File: config.mk
export PLATFORM = sky130hd
export DESIGN_NAME = stream_mux_rr
export DESIGN_NICKNAME = d
export VERILOG_FILES = /design/src/rtl/stream_mux_rr_pkg.sv /design/src/rtl/stream_mux_rr_arbiter.sv /design/src/rtl/stream_mux_rr.sv
export SDC_FILE = /design/constraint.sdc
export NUM_CORES = 1
export LEC_CHECK = 0
export ABC_AREA = 1
export CAP_MARGIN = 20
export CORE_UTILIZATION = 40
export DETAILED_ROUTE_END_ITERATION = 16
export DONT_BUFFER_PORTS = 1
export HOLD_SLACK_MARGIN = 0.06
export SYNTH_ARGS = -nofsm -noshare
export SYNTH_HDL_FRONTEND = slang
export SYNTH_SLANG_ARGS = --single-unit
export TNS_END_PERCENT = 100
File: constraint.sdc
create_clock -name sys_clk -period 3.7 [get_ports sys_clk]
set_input_delay 0.74 -clock sys_clk [delete_from_list [all_inputs] [get_ports sys_clk]]
set_output_delay 0.74 -clock sys_clk [all_outputs]
set_load 0.02 [all_outputs]
File: src/rtl/stream_mux_rr_pkg.sv
`default_nettype none
// ============================================================================
// Module      : stream_mux_rr_pkg
// Description : Shared definitions for the N-to-1 packet stream multiplexer.
//               Arbitration mode codes, the FSM state type and a helper that
//               sizes channel-index fields.
// Revision    : 1.0 - initial release
// ============================================================================
package stream_mux_rr_pkg;

    localparam int MODE_RR   = 0;   // round-robin arbitration
    localparam int MODE_PRIO = 1;   // fixed priority, lowest index wins

    typedef enum logic [0:0] {
        IDLE = 1'b0,                // free to arbitrate on every beat
        LOCK = 1'b1                 // grant held until the packet's last beat
    } state_t;

    // Width of a channel index; never narrower than one bit.
    function automatic int sel_width(input int n);
        return (n > 1) ? $clog2(n) : 1;
    endfunction

endpackage
`default_nettype wire

File: src/rtl/stream_mux_rr_arbiter.sv
`default_nettype none
// ============================================================================
// Module      : stream_mux_rr_arbiter
// Description : Purely combinational N-way arbiter. In round-robin mode the
//               search starts at ptr and wraps from NCH-1 to 0; in priority
//               mode the search always starts at channel 0.
// Ports       : req     [NCH]   request vector
//               ptr     [SELW]  round-robin start channel
//               gnt     [NCH]   one-hot grant (zero when no request)
//               gnt_idx [SELW]  binary index of the granted channel
// Revision    : 1.0 - initial release
// ============================================================================
module stream_mux_rr_arbiter
    import stream_mux_rr_pkg::*;
#(
    parameter  int NCH  = 4,
    parameter  int MODE = MODE_RR,
    localparam int SELW = sel_width(NCH)
) (
    input  logic [NCH-1:0]  req,
    input  logic [SELW-1:0] ptr,
    output logic [NCH-1:0]  gnt,
    output logic [SELW-1:0] gnt_idx
);

    logic [SELW-1:0] w_start;
    logic [SELW:0]   w_sum;     // one spare bit so start+offset cannot overflow
    logic [SELW-1:0] w_cand;
    logic            w_found;

    always_comb begin
        w_start = (MODE == MODE_PRIO) ? '0 : ptr;
        gnt     = '0;
        gnt_idx = '0;
        w_found = 1'b0;
        w_sum   = '0;
        w_cand  = '0;
        for (int k = 0; k < NCH; k++) begin
            w_sum = {1'b0, w_start} + (SELW+1)'(k);
            if (w_sum >= (SELW+1)'(NCH)) begin
                w_sum = w_sum - (SELW+1)'(NCH);
            end
            w_cand = w_sum[SELW-1:0];
            if (!w_found && req[w_cand]) begin
                w_found      = 1'b1;
                gnt[w_cand]  = 1'b1;
                gnt_idx      = w_cand;
            end
        end
    end

endmodule
`default_nettype wire

File: src/rtl/stream_mux_rr.sv
`default_nettype none
// ============================================================================
// Module      : stream_mux_rr
// Description : N-to-1 valid/ready packet multiplexer with registered output.
//               A grant is held for a whole packet (until s_last). Arbitration
//               is round-robin (MODE=0) or fixed priority (MODE=1).
// Ports       : sys_clk    clock, rising edge
//               sys_rst_n  asynchronous active-low reset
//               s_valid    [NCH]     per-channel beat valid
//               s_ready    [NCH]     per-channel accept, one-hot or zero
//               s_data     [NCH*DW]  channel i at [i*DW +: DW]
//               s_last     [NCH]     per-channel end of packet
//               m_valid/m_data/m_last/m_chan  registered output beat
//               m_ready    sink accept
//               busy       high while a packet grant is locked
// Revision    : 1.0 - initial release
// ============================================================================
module stream_mux_rr
    import stream_mux_rr_pkg::*;
#(
    parameter  int NCH  = 4,
    parameter  int DW   = 8,
    parameter  int MODE = MODE_RR,
    localparam int SELW = sel_width(NCH)
) (
    input  logic              sys_clk,
    input  logic              sys_rst_n,
    input  logic [NCH-1:0]    s_valid,
    output logic [NCH-1:0]    s_ready,
    input  logic [NCH*DW-1:0] s_data,
    input  logic [NCH-1:0]    s_last,
    output logic              m_valid,
    input  logic              m_ready,
    output logic [DW-1:0]     m_data,
    output logic              m_last,
    output logic [SELW-1:0]   m_chan,
    output logic              busy
);

    state_t          r_state;
    logic [SELW-1:0] r_ptr;
    logic [SELW-1:0] r_lock_idx;
    logic            r_m_valid;
    logic [DW-1:0]   r_m_data;
    logic            r_m_last;
    logic [SELW-1:0] r_m_chan;

    logic [NCH-1:0]  w_arb_gnt;
    logic [SELW-1:0] w_arb_idx;
    logic [NCH-1:0]  w_gnt;
    logic [SELW-1:0] w_sel;
    logic            w_open;
    logic            w_accept;
    logic [SELW-1:0] w_ptr_nxt;

    stream_mux_rr_arbiter #(
        .NCH  (NCH),
        .MODE (MODE)
    ) u_arb (
        .req     (s_valid),
        .ptr     (r_ptr),
        .gnt     (w_arb_gnt),
        .gnt_idx (w_arb_idx)
    );

    always_comb begin
        // The output register can take a beat when empty or being drained.
        w_open = !r_m_valid || m_ready;
        if (r_state == LOCK) begin
            // Grant stays on the locked channel even while it has no valid.
            w_gnt = NCH'(1) << r_lock_idx;
            w_sel = r_lock_idx;
        end else begin
            w_gnt = w_arb_gnt;
            w_sel = w_arb_idx;
        end
        w_accept  = (|w_gnt) && w_open && s_valid[w_sel] && sys_rst_n;
        w_ptr_nxt = (w_sel == SELW'(NCH-1)) ? '0 : w_sel + SELW'(1);
    end

    // Gating with the reset keeps every ready low while reset is applied.
    assign s_ready = w_gnt & {NCH{w_open & sys_rst_n}};

    always_ff @(posedge sys_clk or negedge sys_rst_n) begin
        if (!sys_rst_n) begin
            r_state    <= IDLE;
            r_ptr      <= '0;
            r_lock_idx <= '0;
            r_m_valid  <= 1'b0;
            r_m_data   <= '0;
            r_m_last   <= 1'b0;
            r_m_chan   <= '0;
        end else begin
            if (w_accept) begin
                r_m_valid <= 1'b1;
                r_m_data  <= s_data[w_sel*DW +: DW];
                r_m_last  <= s_last[w_sel];
                r_m_chan  <= w_sel;
            end else if (m_ready) begin
                r_m_valid <= 1'b0;
            end

            case (r_state)
                IDLE: begin
                    if (w_accept) begin
                        if (s_last[w_sel]) begin
                            if (MODE == MODE_RR) begin
                                r_ptr <= w_ptr_nxt;
                            end
                        end else begin
                            r_state    <= LOCK;
                            r_lock_idx <= w_sel;
                        end
                    end
                end
                LOCK: begin
                    if (w_accept && s_last[w_sel]) begin
                        r_state <= IDLE;
                        if (MODE == MODE_RR) begin
                            r_ptr <= w_ptr_nxt;
                        end
                    end
                end
                default: r_state <= IDLE;
            endcase
        end
    end

    assign m_valid = r_m_valid;
    assign m_data  = r_m_data;
    assign m_last  = r_m_last;
    assign m_chan  = r_m_chan;
    assign busy    = (r_state == LOCK);

endmodule
`default_nettype wire

# Word level (Yosys, flattened, before mapping)
# Cells that the tools add are included.
# totals
register_bits	17
in_bits	43
wordCells	109
# classes
bitwise	7
n_mux	48
addsub	8
shifts	2
magnitude_cmp	13
n_reduce_logical	20
n_eq_ne	4
# ops
operator	count
variable part select 32 x 6 -> 8 bit	1
two-way mux 2 bit	13
two-way mux 4 bit	5
two-way mux 1 bit	18
less-than comparator 2 x 3 -> 1 bit (second input constant)	5
binary-select mux 1 bit (select 2 bit)	6
bitwise OR 4 bit	3
logical AND 1 bit	11
greater-or-equal comparator 3 bit (second input constant)	3
demux 1 bit (select 2 bit)	4
greater-or-equal comparator 2 x 1 -> 1 bit (second input constant)	4
subtractor 2 x 1 -> 2 bit (second input constant)	4
adder 2 x 2 -> 3 bit (second input constant)	2
AND reduction 3 bit	2
bitwise AND 4 bit	1
zero test 1 bit	4
!= test 2 bit (second input constant)	2
one-hot mux 2 bit (2 select lines)	1
OR reduction 4 bit	1
left shift 1 x 2 -> 4 bit (first input constant)	1
adder 2 x 1 -> 3 bit (second input constant)	1
greater-or-equal comparator 2 x 3 -> 1 bit (second input constant)	1
adder 2 x 1 -> 2 bit (second input constant)	1
equality test 2 bit (second input constant)	1
other kinds (6)	7

# Depth between registers and ports, before layout
# depth
depth_word	22
ltp_mapped	21
depth_no_buf	20

# Modules after synthesis
# From an unflattened synthesis, not the netlist that was laid out.
# hier_totals
hier_cells	269
hier_area_um2	1773.0
# by_module_without_submodules
module	seq_area_each_um2	n_inst	area_per_inst_um2	cells_per_inst
stream_mux_rr	425.4	1	1296.2	187
stream_mux_rr_arbiter	0.0	1	476.7	82

# Worst setup path before layout
# Ideal clock, no wire load.
# synth_timing
kind	flip-flop to output port
startpoint	register r_ptr[1]
endpoint	output port s_ready[1]
path_stages_with_launch	11
arrival_ns	1.928
t_required_ns	2.960
setup_slack_ns	1.032
cell_sequence	dfrtp_1 inv_2 ha_1 inv_1 nand3_1 nand2_1 nor2_8 nand4_1 nand3_1 nand2_1 a21oi_1
# synth_between
elab_chain_len	16
# synth_lines
element	line_no	text
start: declaration	stream_mux_rr.sv:41	logic [SELW-1:0] r_ptr;
start signal: assignment	stream_mux_rr.sv:108	r_ptr <= w_ptr_nxt;
start signal: assignment	stream_mux_rr.sv:120	r_ptr <= w_ptr_nxt;
branches (longest 13 deep; another with adder 2 x 1 -> 3 bit)	-	
two-way mux 4 bit (*)	stream_mux_rr_arbiter.sv:44	if (!w_found && req[w_cand]) begin
two-way mux 4 bit (*)	stream_mux_rr.sv:69	if (r_state == LOCK) begin
bitwise AND 4 bit (*)	stream_mux_rr.sv:82	assign s_ready = w_gnt & {NCH{w_open & sys_rst_n}};
end: declaration	stream_mux_rr.sv:29	output logic [NCH-1:0] s_ready,
# Every way passes the cells marked *. The select of a mux whose other input is x is not followed.

# Final worst setup path
# layout_timing
startpoint	register r_ptr[0]
endpoint	output port s_ready[1]
# The elaborated chain is that of the path after synthesis.

==> run_results.csv <==
group,metric,value,unit
worst_setup_path,cp_data_arrival_time,2.51,ns
logic_synthesis,yosys-top-cells-area,"dfrtp_1 25%, nand2_1 18%, nand3_1 8.0%, o21ai_0 6.6%, ha_1 5.2%",
clocking,cts.sinks,17,
global_routing,grt_pass1_vias,1357,
sta,holdWs,0.178,ns
clocking,hold_buffers,0,
logic_synthesis,ys_ff_latch,17,
place,dp_hpwl,3.13,mm
detailed_routing,firstDrtPassIters,4,
logic_synthesis,synth_nets,299,
detailed_routing,wirelength,3.97,mm
min_path,hp-class,"primary input to async pin",
logic_synthesis,syn_inst,249,
detailed_routing,via_per_inst,5.36,
sta,tns,0,ns
final_layout,syn_to_final_growth,0.969,%
sta,fin_ws,0.453,ns
final_layout,layout-drive-gt1-share,11.1,%
pwr,power_density,1210,nW/um2
worst_setup_path,critPathMaxFanout,12,
die,dieHeight,66.8,um
sta,slew_headroom,56.5,%
clocking,cts_buffer_depth,2,
final_layout,fillCellCount,444,
global_routing,grt_util_all_layers,18.9,%
logic_synthesis,syn_area,1680,um2
place,place_congestion,0.926,
clocking,cts_root_buf,"clkbuf_8",
logic_synthesis,yosys_warnings,0,
detailed_routing,via_count,1576,
logic_synthesis,ys_seq_area_share,25.3,%
worst_setup_path,end_kind,"output pin",
worst_setup_path,crit_required,2.96,ns
sta,fin_crit_sh,87.7,%
pwr,ir_drop,0.552,mV
die,start_util,41.7,%
sta,setup_viol,0,
worst_setup_path,path_class,"flop to output pin",
clocking,insertion_delay,0.25,ns
final_layout,fin_util,42.1,%
logic_synthesis,synth_top_area_share,25.3,%
detailed_routing,drc,0,
die,dieArea,4460,um2
clocking,cts_buffers,3,
clocking,cts.repair.resized,0,
clocking,cts_tree,"built",
detailed_routing,drtAntennaViolNets,0,
global_routing,grt_overflow,0,
sta,fmax,308,MHz
pwr,leakage,0.853,nW
sta,worst_pin_slew,0.646,ns
worst_setup_path,r2r_start,"r_ptr[0]$_DFFE_PN0P_",
die,ioPinCount,60,
place,port_buffers,0,
flow_run,cap_violations,0,
sta,rsz0062_at_grt,"no",
logic_synthesis,syn_avg_cell_area,6.74,um2
sta,min_period,3.25,ns
logic_synthesis,yosys.area.top_type,"dfrtp_1",
global_routing,grt_max_degree,24,
sta,final-hold-violation-count,0,
final_layout,num_antenna_cells,0,
clocking,htree_levels,1,
place,dp_worst_setup_slack,0.568,ns
die,die_x,66.8,um
final_layout,finish.net_count,295,
global_routing,grt_pass1_wl,6.42,mm
die,rows,23,
clocking,post_cts_buffers,0,
logic_synthesis,ys_types,28,
die,core-area,4030,um2
worst_setup_path,critPathLaunchType,"flop",
clocking,clk_pin_slew,0.07,ns
worst_setup_path,crit_start,"r_ptr[0]$_DFFE_PN0P_",
global_routing,antenna_found_initial,0,
sta,fin_worst_skew,0.00359,ns
detailed_routing,wl_per_cell,13.5,um
sta,drv_slew,0,
detailed_routing,first_iter_violations,80,
pwr,totalPowerFinal,2.05,mW
outcome,status,"completed",
[power by group]
group | switching (mW) | internal (mW) | leakage, nW
Sequential | 0.181 | 0.275 | 0.215
Clock | 0.0609 | 0.0763 | 0.0228
Combinational | 0.998 | 0.454 | 0.615
[layer usage]
metal / GRT usage (%) / vias up / wire length [um]
met2: 28.9 / 57 / 1800
met3: 4.11 / 2 / 273
met4: 3.19 / 0 / 8
met1: 27.2 / 707 / 1880
met5: 0 / - / 0
li1: - / 810 / -
[cells in the mapped netlist]
master / count
inv_1: 16
a21oi_2: 1
inv_2: 2
nand3_1: 27
buf_4: 1
nor2_4: 2
buf_6: 6
nand4_1: 4
nand3_4: 1
a21boi_0: 4
nor2_8: 1
nor2_1: 21
a21oi_1: 9
nand2_1: 80
ha_1: 7
inv_8: 1
nor2_2: 1
clkbuf_8: 1
buf_2: 2
nand2_4: 4
o211ai_2: 1
nand4_2: 1
nand2_2: 5
nand3_2: 3
dfrtp_1: 17
o21ai_0: 22
nand3b_1: 1
o22ai_1: 8
[state kept, by name (all words and copies together), names as in the netlist, named ones only]
name / cells
m_valid: 1
r_lock_idx: 2
m_chan: 2
r_ptr: 2
m_data: 8
m_last: 1
[cell families (layout without fill, tap and decap cells)]
| kind of cell | count (synthesis) | in the layout | synth area share, % |
|---|---|---|---|
| AOI/OAI and AO/OA | 45 | 45 | 15.3 |
| DFF | 17 | 17 | 25.3 |
| and+or+nand+nor | 151 | 151 | 43.6 |
| adders and majority gates | 7 | 7 | 5.22 |
| buffers and inverters | 29 | 24 | 10.6 |
[final cells by class]
| type | instances | area [um2] | area share, % |
|---|---|---|---|
| timing repair buffer | 1 | 7.51 | 0.443 |
| inverter | 19 | 78.8 | 4.65 |
| multi-input combinational | 203 | 1080 | 63.5 |
| tap | 50 | 62.6 | 3.69 |
| sequential | 17 | 425 | 25.1 |
| clock buffer | 4 | 45.0 | 2.66 |
[cells in the final DEF, fill, tap and decap left out, drive strengths merged]
cell,count
o21ai,22
nand3,31
nand3b,1
nor2,25
ha,7
clkbuf,4
o211ai,1
a21boi,4
buf,1
inv,19
nand2,89
o22ai,8
dfrtp,17
a21oi,10
nand4,5
[worst paths after layout]
path                       slack, ns                         to  cells past startpoint
setup / recovery                0.45                 s_ready[1]                     10
hold / removal                  0.18       r_ptr[1]$_DFFE_PN0P_                      0
setup reg to reg                0.59       r_ptr[0]$_DFFE_PN0P_                     17
hold reg to reg                 0.55  r_lock_idx[0]$_DFFE_PN0P_                      2
max in group asynchronous       3.45      m_data[6]$_DFFE_PN0P_                      0
min in group sys_clk            0.55  r_lock_idx[0]$_DFFE_PN0P_                      2
[per-stage QoR]
step / instance area, um2 / instances
2_1_floorplan: 1680 / 249
3_3_place_gp: 1650 / 290
3_5_place_dp: 1650 / 290
4_1_cts: 1700 / 294
5_1_grt: 1700 / 294
6_report: 1700 / 294
[critical path, stage by stage, from the launching register on]
cell and delay, ns:
dfrtp_1 0.67, inv_8 0.10, ha_1 0.35, inv_1 0.08, nand3_1 0.09, nand2_1 0.10
nor2_4 0.19, a21boi_0 0.12, nand3_1 0.10, nand2_1 0.07, a21oi_1 0.40
No activity file was read; power rests on OpenSTA's default activity.
